`config.mk`:
```
export PLATFORM = sky130hd
export DESIGN_NAME = rf_write_arbiter
export DESIGN_NICKNAME = d
export VERILOG_FILES = /design/src/rtl/rf_write_arbiter_pkg.sv /design/src/rtl/rf_wb_fifo.sv /design/src/rtl/rf_write_arbiter.sv
export SDC_FILE = /design/constraint.sdc
export NUM_CORES = 1
export LEC_CHECK = 0
export CAP_MARGIN = 10
export CORE_AREA = 2 2 97 146
export CTS_BUF_LIST = sky130_fd_sc_hd__clkbuf_4 sky130_fd_sc_hd__clkbuf_8
export DETAILED_ROUTE_END_ITERATION = 6
export DIE_AREA = 0 0 99 148
export DONT_BUFFER_PORTS = 1
export SYNTH_ARGS = -nofsm -noshare
export SYNTH_HDL_FRONTEND = slang
export SYNTH_SLANG_ARGS = --single-unit
```
`constraint.sdc`:
```
create_clock -name CLK -period 2 [get_ports CLK]
set_input_delay 0.1 -clock CLK [delete_from_list [all_inputs] [get_ports CLK]]
set_output_delay 0.1 -clock CLK [all_outputs]
set_load 0.01 [all_outputs]
```
`src/rtl/rf_write_arbiter_pkg.sv`:
```
// Shared types for the register-file write arbiter: register index, data word
// and the {wsel, wdat} write request carried by writeback, the MDU and the FIFO.
package rf_write_arbiter_pkg;

   typedef logic [4:0]  regbits_t;
   typedef logic [31:0] word_t;

   typedef struct packed {
      regbits_t wsel;
      word_t    wdat;
   } rf_wreq_t;

   localparam int NUM_REGS = 32;

endpackage

```
`src/rtl/rf_wb_fifo.sv`:
```
// Small circular buffer holding MDU write requests until an idle write slot
// lets the arbiter commit them; head is the oldest entry.
module rf_wb_fifo
   import rf_write_arbiter_pkg::*;
#(
   parameter int DEPTH = 2
) (
   input  logic                     CLK,
   input  logic                     nRST,
   input  logic                     push,
   input  logic                     pop,
   input  rf_wreq_t                 push_data,
   output logic                     full,
   output logic                     empty,
   output logic [$clog2(DEPTH):0]   count,
   output rf_wreq_t                 head
);

   localparam int PTR_W = $clog2(DEPTH);
   localparam int CNT_W = PTR_W + 1;

   rf_wreq_t         mem_q [DEPTH];
   rf_wreq_t         mem_d [DEPTH];
   logic [PTR_W-1:0] wptr_q, wptr_d;
   logic [PTR_W-1:0] rptr_q, rptr_d;
   logic [CNT_W-1:0] count_q, count_d;
   logic             do_push;
   logic             do_pop;

   assign full  = (count_q == CNT_W'(DEPTH));
   assign empty = (count_q == '0);
   assign count = count_q;
   assign head  = mem_q[rptr_q];

   assign do_push = push && !full;
   assign do_pop  = pop && !empty;

   // Power-of-two depth lets the pointers wrap by plain overflow.
   always_comb begin
      mem_d   = mem_q;
      wptr_d  = wptr_q;
      rptr_d  = rptr_q;
      count_d = count_q;
      if (do_push) begin
         mem_d[wptr_q] = push_data;
         wptr_d        = wptr_q + PTR_W'(1);
      end
      if (do_pop) begin
         rptr_d = rptr_q + PTR_W'(1);
      end
      case ({do_push, do_pop})
         2'b10:   count_d = count_q + CNT_W'(1);
         2'b01:   count_d = count_q - CNT_W'(1);
         default: count_d = count_q;
      endcase
   end

   always_ff @(posedge CLK or negedge nRST) begin
      if (!nRST) begin
         for (int i = 0; i < DEPTH; i++) begin
            mem_q[i] <= '0;
         end
         wptr_q  <= '0;
         rptr_q  <= '0;
         count_q <= '0;
      end else begin
         mem_q   <= mem_d;
         wptr_q  <= wptr_d;
         rptr_q  <= rptr_d;
         count_q <= count_d;
      end
   end

endmodule

```
`src/rtl/rf_write_arbiter.sv`:
```
// Shares the register file write port between writeback (always first) and
// buffered MDU results, tracking pending MDU destinations for the hazard unit.
module rf_write_arbiter
   import rf_write_arbiter_pkg::*;
#(
   parameter int FIFO_DEPTH   = 2,
   parameter int STARVE_LIMIT = 4
) (
   input  logic                          CLK,
   input  logic                          nRST,
   input  logic                          wb_wen,
   input  logic [4:0]                    wb_wsel,
   input  logic [31:0]                   wb_wdat,
   input  logic                          mdu_valid,
   output logic                          mdu_ready,
   input  logic [4:0]                    mdu_wsel,
   input  logic [31:0]                   mdu_wdat,
   input  logic                          issue_en,
   input  logic [4:0]                    issue_wsel,
   input  logic [4:0]                    rs_sel,
   input  logic [4:0]                    rt_sel,
   output logic                          rs_busy,
   output logic                          rt_busy,
   output logic                          rf_wen,
   output logic [4:0]                    rf_wsel,
   output logic [31:0]                   rf_wdat,
   output logic                          stall_req,
   output logic [$clog2(FIFO_DEPTH):0]   fifo_count
);

   localparam int STARVE_W = $clog2(STARVE_LIMIT + 1);
   localparam logic [STARVE_W-1:0] STARVE_MAX = STARVE_W'(STARVE_LIMIT);

   logic                  wb_act;
   logic                  push;
   logic                  pop;
   logic                  fifo_full;
   logic                  fifo_empty;
   rf_wreq_t              fifo_head;
   rf_wreq_t              mdu_req;
   logic [NUM_REGS-1:0]   pending_q, pending_d;
   logic [STARVE_W-1:0]   starve_q, starve_d;
   logic                  stall_q, stall_d;

   // Gating with nRST keeps writeback from leaking onto the port during reset.
   assign wb_act    = nRST && wb_wen && (wb_wsel != 5'd0);
   assign mdu_ready = nRST && !fifo_full;
   assign push      = mdu_valid && mdu_ready;
   assign pop       = !fifo_empty && !wb_act;
   assign mdu_req   = '{wsel: mdu_wsel, wdat: mdu_wdat};

   rf_wb_fifo #(
      .DEPTH(FIFO_DEPTH)
   ) u_fifo (
      .CLK       (CLK),
      .nRST      (nRST),
      .push      (push),
      .pop       (pop),
      .push_data (mdu_req),
      .full      (fifo_full),
      .empty     (fifo_empty),
      .count     (fifo_count),
      .head      (fifo_head)
   );

   always_comb begin
      rf_wen  = 1'b0;
      rf_wsel = 5'd0;
      rf_wdat = 32'd0;
      if (wb_act) begin
         rf_wen  = 1'b1;
         rf_wsel = wb_wsel;
         rf_wdat = wb_wdat;
      end else if (!fifo_empty) begin
         rf_wen  = (fifo_head.wsel != 5'd0);
         rf_wsel = fifo_head.wsel;
         rf_wdat = fifo_head.wdat;
      end
   end

   assign rs_busy   = pending_q[rs_sel];
   assign rt_busy   = pending_q[rt_sel];
   assign stall_req = stall_q;

   // A new issue to the register being popped must stay pending, so set follows clear.
   always_comb begin
      pending_d = pending_q;
      if (pop) begin
         pending_d[fifo_head.wsel] = 1'b0;
      end
      if (issue_en && (issue_wsel != 5'd0)) begin
         pending_d[issue_wsel] = 1'b1;
      end
      pending_d[0] = 1'b0;

      starve_d = starve_q;
      if (fifo_empty || pop) begin
         starve_d = '0;
      end else if (starve_q != STARVE_MAX) begin
         starve_d = starve_q + STARVE_W'(1);
      end

      stall_d = !pop && (stall_q || (starve_d == STARVE_MAX) || fifo_full);
   end

   always_ff @(posedge CLK or negedge nRST) begin
      if (!nRST) begin
         pending_q <= '0;
         starve_q  <= '0;
         stall_q   <= 1'b0;
      end else begin
         pending_q <= pending_d;
         starve_q  <= starve_d;
         stall_q   <= stall_d;
      end
   end

endmodule

```
=== Yosys cells after proc, flatten, opt, wreduce, memory -nomap -nowiden ===
Index checks and enable logic that the tools add are counted.

* Flip-flop bits (word level): 113
* Bits in latches: 0
* RAM bits: 0
* ROM bits: 0
* Input port bits: 94
* Output and inout bits: 44
* Logic and storage cells: 83
* Memories: 0

* $add $sub $neg: 5
* Multiply operators: 0
* Divide/modulo/power cells: 0
* $lt $le $gt $ge: 9
* Eq/ne operators: 5
* Shifts and indexed selects: 0
* Muxes and demuxes: 25
* Bitwise logic cells: 5
* Reductions and logical operators: 24

{| class="wikitable"
|+ Operator list
! cell !! number
|-
| $mux 37 || 4
|-
| $mux 32 || 4
|-
| $bwmux 74 || 1
|-
| $demux 37 s1 || 1
|-
| $and 32x32->32 || 1
|-
| $not 32->32 || 1
|-
| $or 32x32->32 || 1
|-
| $lt 5x6->1 const B || 4
|-
| $reduce_bool 5->1 || 3
|-
| $logic_and 1x1->1 || 12
|-
| $bmux 1 s5 || 2
|-
| $demux 1 s5 || 2
|-
| $ge 5x1->1 const B || 2
|-
| $mux 5 || 2
|-
| $mux 1 || 6
|-
| $mux 3 || 2
|-
| $eq 2x2->1 const B || 2
|-
| $ge 2x2->1 const B || 2
|-
| $logic_not 1->1 || 4
|-
| $not 1->2 || 2
|-
| $pmux 2 s2 || 1
|-
| $add 3x1->3 const B || 1
|-
| $eq 3x3->1 const B || 1
|-
| $logic_or 1x1->1 || 3
|-
| other kinds (8) || 9
|}

=== Longest topological paths before layout ===
Gate-level depths: netlist of the first run.

* Word-level depth: 13
* Mapped depth: 10
* Gate-level depth less buffers: 8

=== Cells and area by module ===
From an unflattened synthesis of the first run, not the netlist that was laid out.

* Cell total of the unflattened synthesis: 605
* Area, all modules: 6,630.1 µm²

{| class="wikitable"
|+ By module, submodules not included
! module !! times used !! cells an instance !! area an instance (µm²) !! sequential area each (µm²)
|-
| rf_wb_fifo || 1 || 215 || 3,597.2 || 1,951.9
|-
| rf_write_arbiter || 1 || 390 || 3,032.9 || 875.8
|}

=== Least setup slack after synthesis of the first run ===
No wires, ideal clock.

* Kind: register to register
* Start point: register u_fifo.count_q[0], in the netlist u_fifo.count[0]
* End point: register u_fifo.count_q[1], in the netlist u_fifo.count[1]
* Setup time: 0.080 ns
* Arrival time: 1.850 ns
* Required time: 1.920 ns
* Slack: 0.070 ns
* Cell stages (with the launch flop): 9
* Buffers on the path: 2
* Clock period less this slack: 1.930 ns
* Cell sequence: dfrtp_1 buf_2 nor2_1 or2_4 buf_6 inv_1 ha_1 nor2_1 xnor2_1

* Elaborated cells between the ends (all ways): 15
* Those cells by class: add/sub (2); eq/ne (3); mux (1); reduce/logical (9)

{| class="wikitable"
|+ RTL lines
! element !! RTL line !! source
|-
| start: declaration || rf_wb_fifo.sv:26 || <nowiki>logic [CNT_W-1:0] count_q, count_d;</nowiki>
|-
| start signal: assignment || rf_wb_fifo.sv:70 || <nowiki>count_q <= count_d;</nowiki>
|-
| $logic_not 2->1 (*) || rf_wb_fifo.sv:31 || <nowiki>assign empty = (count_q == '0);</nowiki>
|-
| $logic_not 1->1 (*) || rf_wb_fifo.sv:36, rf_write_arbiter.sv:49 ||
|-
| $logic_and 1x1->1 || rf_write_arbiter.sv:49 || <nowiki>assign pop = !fifo_empty && !wb_act;</nowiki>
|-
| $logic_and 1x1->1 (*) || rf_wb_fifo.sv:36 || <nowiki>assign do_pop = pop && !empty;</nowiki>
|-
| net u_fifo.do_pop || rf_wb_fifo.sv:28 || <nowiki>logic do_pop;</nowiki>
|-
| $eq 2x1->1 / $eq 2x2->1 (equally long branches) || rf_wb_fifo.sv:51 || <nowiki>case ({do_push, do_pop})</nowiki>
|-
| $pmux 2 s2 / $reduce_bool 2->1 (equally long branches) || - ||
|}

The timed path passes the listed nets; every way through them passes the cells marked *.
A chain may end at the register's enable or synchronous reset.

=== Worst setup path in the final report of the first run ===
* Start point: register pending_q[5]
* End point: output rt_busy

* Longest elaborated chain between the ends: 2

{| class="wikitable"
|+ RTL lines
! element !! RTL line !! source
|-
| start: declaration || rf_write_arbiter.sv:41 || <nowiki>logic [NUM_REGS-1:0] pending_q, pending_d;</nowiki>
|-
| start signal: assignment || rf_write_arbiter.sv:112 || <nowiki>pending_q <= pending_d;</nowiki>
|-
| $bmux 1 s5 || rf_write_arbiter.sv:82 || <nowiki>assign rt_busy = pending_q[rt_sel];</nowiki>
|-
| $mux 1 (implied by the code) || rf_write_arbiter.sv:82 ||
|-
| end: declaration || rf_write_arbiter.sv:23 || <nowiki>output logic rt_busy,</nowiki>
|}

Every way passes these cells. The select of a mux whose other input is x is not followed.

==> results of run 1 <==
==> state kept, by name, indices dropped and copies added (netlist names) <==
signal	count
u_fifo.rptr_q	1
starve_q	3
pending_q	31
u_fifo.wptr_q	1
u_fifo.mem_q	74
stall_req	1
u_fifo.count	2
==> logic make-up after synthesis <==
logic type                 Yosys count
DFF                                113
adders and majority gates            3
and+or+nand+nor                    168
buffers and inverters               45
AOI/OAI and AO/OA                   97
muxes                              137
xor gates and xnor gates             4
==> power by group through the flow <==
| stage | Combinational (mW) | Clock (mW) | Sequential (mW) |
|---|---|---|---|
| 5_1_grt | 5.21 | 2.35 | 4.38 |
| 2_1_floorplan | 3.67 | 0 | 3.94 |
| 3_3_place_gp | 4.46 | 0 | 4.17 |
| 4_1_cts | 4.70 | 2.21 | 4.21 |
| 6_report | 4.83 | 2.17 | 4.23 |
| 3_5_place_dp | 4.58 | 0 | 4.25 |
==> cells in the final DEF (no fill, tap or decap), drive strengths merged, types with 2 or more instances in the layout <==
| cell | netlist | final |
|---|---|---|
| dfrtp | 113 | 113 |
| nand2 | 107 | 107 |
| mux2 | 77 | 77 |
| mux2i | 54 | 54 |
| dlygate4sd3 | 0 | 45 |
| o21ai | 39 | 39 |
| o41ai | 31 | 31 |
| buf | 23 | 26 |
| clkbuf | 13 | 18 |
| nand3 | 18 | 18 |
| inv | 9 | 11 |
| nor2 | 10 | 10 |
| a21oi | 8 | 8 |
| nor3b | 6 | 6 |
| nor2b | 6 | 6 |
| mux4 | 6 | 6 |
| a22oi | 5 | 5 |
| and3b | 5 | 5 |
| clkinvlp | 0 | 5 |
| clkinv | 0 | 5 |
| nand2b | 4 | 4 |
| xnor2 | 4 | 4 |
| o211ai | 3 | 3 |
| ha | 3 | 3 |
| a32oi | 2 | 2 |
| and3 | 2 | 2 |
| o2111ai | 2 | 2 |
| a211oi | 2 | 2 |
| nand4 | 2 | 2 |
| bufinv | 0 | 2 |
| or2 | 2 | 2 |
==> through the flow <==
stage | util [%] | hold WS (ns) | std cells
finish | 54.9 | -0.651 | 797
global route | 54.9 | -0.685 | 796
CTS | 54.5 | -0.675 | 794
detailed placement | 48.0 | -0.192 | 717
global placement | 48.0 | -0.192 | 717
floorplan | - | -0.196 | 567
==> cell type report <==
cell class	count	area (um^2)
Fill cell	1160	6010
Sequential cell	113	2830
Multi-Input combinational cell	409	3180
Clock buffer	18	248
Clock inverter	14	159
Antenna cell	1	2.50
Inverter	9	33.8
Tap cell	162	203
Timing Repair Buffer	71	673
==> worst paths after layout <==
check                                                   from                      endpoint  slack, ns  depth (start not counted)
worst max register to register     u_fifo.rptr_q$_DFFE_PN0P_       pending_q[14]$_DFF_PN0_       0.18                          5
max in group asynchronous                               nRST  u_fifo.mem_q[30]$_DFFE_PN0P_       2.45                          0
worst min-delay path                                    nRST  u_fifo.mem_q[44]$_DFFE_PN0P_      -0.65                          0
min in group CLK                               issue_wsel[2]       pending_q[26]$_DFF_PN0_       0.02                          3
worst max-delay path                  pending_q[5]$_DFF_PN0_                       rt_busy       0.06                          4
worst min register to register  u_fifo.mem_q[29]$_DFFE_PN0P_  u_fifo.mem_q[29]$_DFFE_PN0P_       0.51                          1
==> routing by layer <==
layer,up-vias,GRT usage [%],share of wire [%]
met3,38,5.53,5.9
met2,195,40.2,55
met4,0,10.5,3.6
met5,-,0,0
li1,2179,-,-
met1,2369,23.6,36
==> repair_timing <==
| action | 4_1_cts | 5_1_grt |
|---|---|---|
| setup buffers | 0 | 2 |
| setup endpoints to repair | 29 | 23 |
| hold endpoints to repair | 215 | 113 |
| gates resized for setup | 4 | 11 |
| pin swaps | 0 | 1 |
==> impl_metrics.env, run 1 <==
export IMPL_outcome="finished with violations"
export IMPL_violations="hold timing"
export IMPL_drtIter0Drc=230
export IMPL_syn_inst=567
export IMPL_grt_pass1_wl_mm=25.2
export IMPL_synthArstFlopShare_pct=100
export IMPL_synth_largest_area_cell="dfrtp_1"
export IMPL_place_gp_congestion=0.901
export IMPL_placed_area_mm2=0.00640
export IMPL_cp_end_kind="output port"
export IMPL_drc=0
export IMPL_synth_seq_cells=113
export IMPL_min_period_ns=1.94
export IMPL_synth_net_count=664
export IMPL_post_synth_top_count_cell="dfrtp_1"
export IMPL_power_mw=11.2
export IMPL_first_global_vias=4948
export IMPL_num_nets_final=718
export IMPL_placementRows=52
export IMPL_path_cells="mux4_2 > nand2b_1 > o211ai_1 > nand4_1"
export IMPL_path_buf_inv=0
export IMPL_irDropWorstVdd_mv=0.765
export IMPL_synth_xor_area_share_pct=0.685
export IMPL_setup_ws_ns=0.0637
export IMPL_yosysSeqAreaShare_pct=45.5
export IMPL_synth_top_family_by_area="multiplexers"
export IMPL_slowest_stage="mux4_2"
export IMPL_synthMuxAreaShare_pct=24.8
export IMPL_initial_core_util_pct=46.6
export IMPL_clkLatencyLatePin_ns=0.44
export IMPL_power_density_mw_per_mm2=1530
export IMPL_cts_max_path_buffers=2
export IMPL_synth_area_leaders="dfrtp_1 (46%), mux2_2 (14%), mux2i_1 (8.7%), nand2_1 (6.5%), o41ai_1 (4.4%)"
export IMPL_synth_area_per_cell_um2=11.0
export IMPL_yosys_area_top_type_share_pct=45.5
export IMPL_clkPwrFrac_pct=19.4
export IMPL_hp_class="in -> async"
export IMPL_htreeDepth=4
export IMPL_die_area_mm2=0.0147
export IMPL_synth_area_mm2=0.00621
export IMPL_synth_top_cells_by_count="dfrtp_1 (113), nand2_1 (107), mux2_2 (77), mux2i_1 (54), o41ai_1 (31)"
export IMPL_hold_worst_slack_ns=-0.651
export IMPL_cp_start_kind="flop"
export IMPL_ys_warn_count=0
export IMPL_cts_sinks=113
export IMPL_clk_pin_slew_worst_paths_ns=0.08
export IMPL_p_leak_nw=3.19
export IMPL_cp_data_arrival_time_ns=1.84
export IMPL_drt_antenna_violating_nets=0
export IMPL_clock_root_buffer="clkbuf_8"
export IMPL_synth_cell_type_count=46
export IMPL_cts_tree="built"
export IMPL_hpwl_mm=11.2
export IMPL_finalCritPeriodShare_pct=96.8
export IMPL_die_h_um=148
export IMPL_required_ns=1.90
export IMPL_max_stage_delay_ns=0.51
export IMPL_grt_usage_pct=22.1
export IMPL_postLayoutCellArea_mm2=0.00733
export IMPL_grt_overflow_total=0
export IMPL_power_frac_seq_pct=37.6
export IMPL_drive_above_1_share_pct=28.2
export IMPL_grt_max_degree=117
export IMPL_fin_tns_setup_ns=0
export IMPL_fin_skew_ns=0.00940
export IMPL_synthFlopType="dfrtp_1"
export IMPL_p_int_mw=6.85
export IMPL_via_count=4781
export IMPL_comb_power_share_pct=43.0
export IMPL_io_pins=138
export IMPL_synth_edf_count=0
export IMPL_tritoncts_num_buffers=17
export IMPL_setup_viol=0
export IMPL_critPathKind="reg -> out"
export IMPL_dr_pass1_iters=7
export IMPL_syn2layout_area_growth_pct=17.9
export IMPL_synth_simple_gate_area_share_pct=12.4
export IMPL_crit_family="multiplexers"
export IMPL_core_area_mm2=0.0133
export IMPL_critPathMaxFanout=3
export IMPL_relSlewSlack_pct=49.5
export IMPL_maxCapViolations=0
export IMPL_drv_slew=0
export IMPL_switching_share_pct=38.9
export IMPL_place_worst_setup_slack_ns=0.182
export IMPL_synth_compound_area_share_pct=11.9
export IMPL_wl_mm=15.8
export IMPL_switching_power_mw=4.37
export IMPL_finalHoldViolations=113
export IMPL_port_buffers=0
export IMPL_die_x_um=99
export IMPL_holdBufCountCts=45
export IMPL_via_per_inst=6.00
export IMPL_synthAdderAreaFrac_pct=0.604
export IMPL_max_freq_ghz=0.516
export IMPL_antenna_found_initial=1
export IMPL_tightest_slew_ns=0.755
export IMPL_wl_per_cell_um=19.8
No activity file was read; power rests on OpenSTA's default activity.
==> run 2, diff against run 1 <==
- SETUP_SLACK_MARGIN: unset -> 0.1
==> impl_metrics.env, run 2 (synthesis results as in run 1) <==
export IMPL_num_nets_final=722
export IMPL_drt_antenna_violating_nets=0
export IMPL_place_gp_congestion=0.891
export IMPL_grt_usage_pct=21.2
export IMPL_gr_usage_met3_pct=4.87
export IMPL_cts_sinks=113
export IMPL_timing_rr_end="pending_q[16]$_DFF_PN0_"
export IMPL_core_area_mm2=0.0133
export IMPL_r2r_start="u_fifo.rptr_q$_DFFE_PN0P_"
export IMPL_required_ns=1.90
export IMPL_dr_pass1_iters=4
export IMPL_cts_max_path_buffers=2
export IMPL_via_per_inst=5.82
export IMPL_maxCapViolations=0
export IMPL_mostFrequentLayoutCells="dfrtp_1 (110), nand2_1 (107), mux2_2 (77)"
export IMPL_setup_viol=0
export IMPL_htreeDepth=4
export IMPL_die_area_mm2=0.0147
export IMPL_rsz0062_at_grt="yes"
export IMPL_drc=0
export IMPL_r2r_setup_slack_ns=0.22
export IMPL_finalHoldViolations=113
export IMPL_wl_mm=15.2
export IMPL_power_density_mw_per_mm2=1530
export IMPL_p_int_mw=7.20
export IMPL_use_met2_pct=38.3
export IMPL_grt_use_met1_pct=23.0
export IMPL_fin_skew_ns=0.0149
export IMPL_via_count=4665
export IMPL_hpwl_mm=10.7
export IMPL_drive_above_1_share_pct=29.0
export IMPL_drtIter0Drc=189
export IMPL_biggestRegsByFlops="u_fifo.mem_q x74, pending_q x31, starve_q x3"
export IMPL_violations="hold timing"
export IMPL_setup_ws_ns=0.148
export IMPL_cp_data_arrival_time_ns=1.75
export IMPL_clkLatencyLatePin_ns=0.42
export IMPL_clk_pin_slew_worst_paths_ns=0.07
export IMPL_crit_path_start="pending_q[23]$_DFF_PN0_"
export IMPL_tightest_slew_ns=0.730
export IMPL_finalCritPeriodShare_pct=92.6
export IMPL_ff2ff_path_depth=7
export IMPL_nFillCells=1174
export IMPL_layout_area_seq_mm2=0.00283
export IMPL_tritoncts_num_buffers=17
export IMPL_syn2layout_area_growth_pct=19.4
export IMPL_hold_worst_slack_ns=-0.627
export IMPL_die_h_um=148
export IMPL_grt_busiest_layer="met2"
export IMPL_drv_slew=0
export IMPL_io_pins=138
export IMPL_clock_root_buffer="clkbuf_8"
export IMPL_largest_register="u_fifo.mem_q"
export IMPL_cts_tree="built"
export IMPL_switching_power_mw=4.18
export IMPL_cp_end_kind="output port"
export IMPL_p_leak_nw=3.25
export IMPL_multi_input_area_mm2=0.00321
export IMPL_place_worst_setup_slack_ns=0.210
export IMPL_fin_tns_setup_ns=0
export IMPL_holdBufCountCts=45
export IMPL_critPathMaxFanout=3
export IMPL_clkPwrFrac_pct=19.9
export IMPL_layout_commonest_cell="dfrtp_1"
export IMPL_power_frac_seq_pct=36.7
export IMPL_die_x_um=99
export IMPL_initial_core_util_pct=46.6
export IMPL_power_mw=11.4
export IMPL_hp_class="in -> async"
export IMPL_placementRows=52
export IMPL_comb_power_share_pct=43.4
export IMPL_grt_overflow_total=0
export IMPL_largest_reg_flops=74
export IMPL_first_global_vias=4870
export IMPL_antenna_found_initial=1
export IMPL_irDropWorstVdd_mv=0.724
export IMPL_critPathKind="reg -> out"
export IMPL_wl_per_cell_um=19.0
export IMPL_max_freq_ghz=0.540
export IMPL_outcome="finished with violations"
export IMPL_port_buffers=0
export IMPL_min_period_ns=1.85
export IMPL_grt_max_degree=117
export IMPL_grt_pass1_wl_mm=24.5
export IMPL_cp_start_kind="flop"
export IMPL_relSlewSlack_pct=51.1
export IMPL_switching_share_pct=36.7
## run 2: cell type report
class / count / share of cell area [%]
Multi-Input combinational cell: 409 / 43.3
Sequential cell: 113 / 38.2
Timing Repair Buffer: 75 / 9.55
Clock buffer: 23 / 4.02
Tap cell: 162 / 2.73
Clock inverter: 9 / 1.75
Inverter: 9 / 0.456
Antenna cell: 1 / 0.0337
## run 2: timing repair
action	4_1_cts	5_1_grt
gates resized for setup	7	12
setup endpoints to repair	34	35
hold endpoints to repair	214	113
pin swaps	1	3
buffers inserted	2	7
## run 2: critical path, stage by stage (launching register included)
cell       delay, ns
dfrtp_1         0.40
mux4_2          0.51
nand2b_4        0.17
o2111ai_2       0.08
nand4_1         0.18
## run 2: worst max path at each step
stage / endpoint
floorplan: u_fifo.count[1]$_DFFE_PN0P_
global placement: rf_wdat[4]
detailed placement: pending_q[21]$_DFF_PN0_
CTS: rf_wdat[7]
global route: rf_wen
finish: rt_busy
## run 2: power by group through the flow
stage / Combinational [mW] / Sequential [mW] / Clock [mW]
after global routing: 5.38 / 4.34 / 2.44
after global placement: 4.43 / 4.16 / 0
after CTS: 4.73 / 4.17 / 2.33
after detailed placement: 4.52 / 4.23 / 0
final: 4.94 / 4.18 / 2.27
after floorplan: 3.68 / 3.94 / 0
## run 2: routing by layer
layer	part of all wire, %	vias to the layer above
met3	5.5	30
li1	-	2189
met5	0	-
met2	55	169
met4	2.8	0
met1	37	2277
## run 2: metrics by stage
step | utilization, % | instances | instance area (um^2)
floorplan | - | 567 | 6210
global placement | 47.8 | 714 | 6370
detailed placement | 47.8 | 714 | 6370
CTS | 54.7 | 793 | 7290
global route | 55.6 | 801 | 7420
finish | 55.6 | 801 | 7420
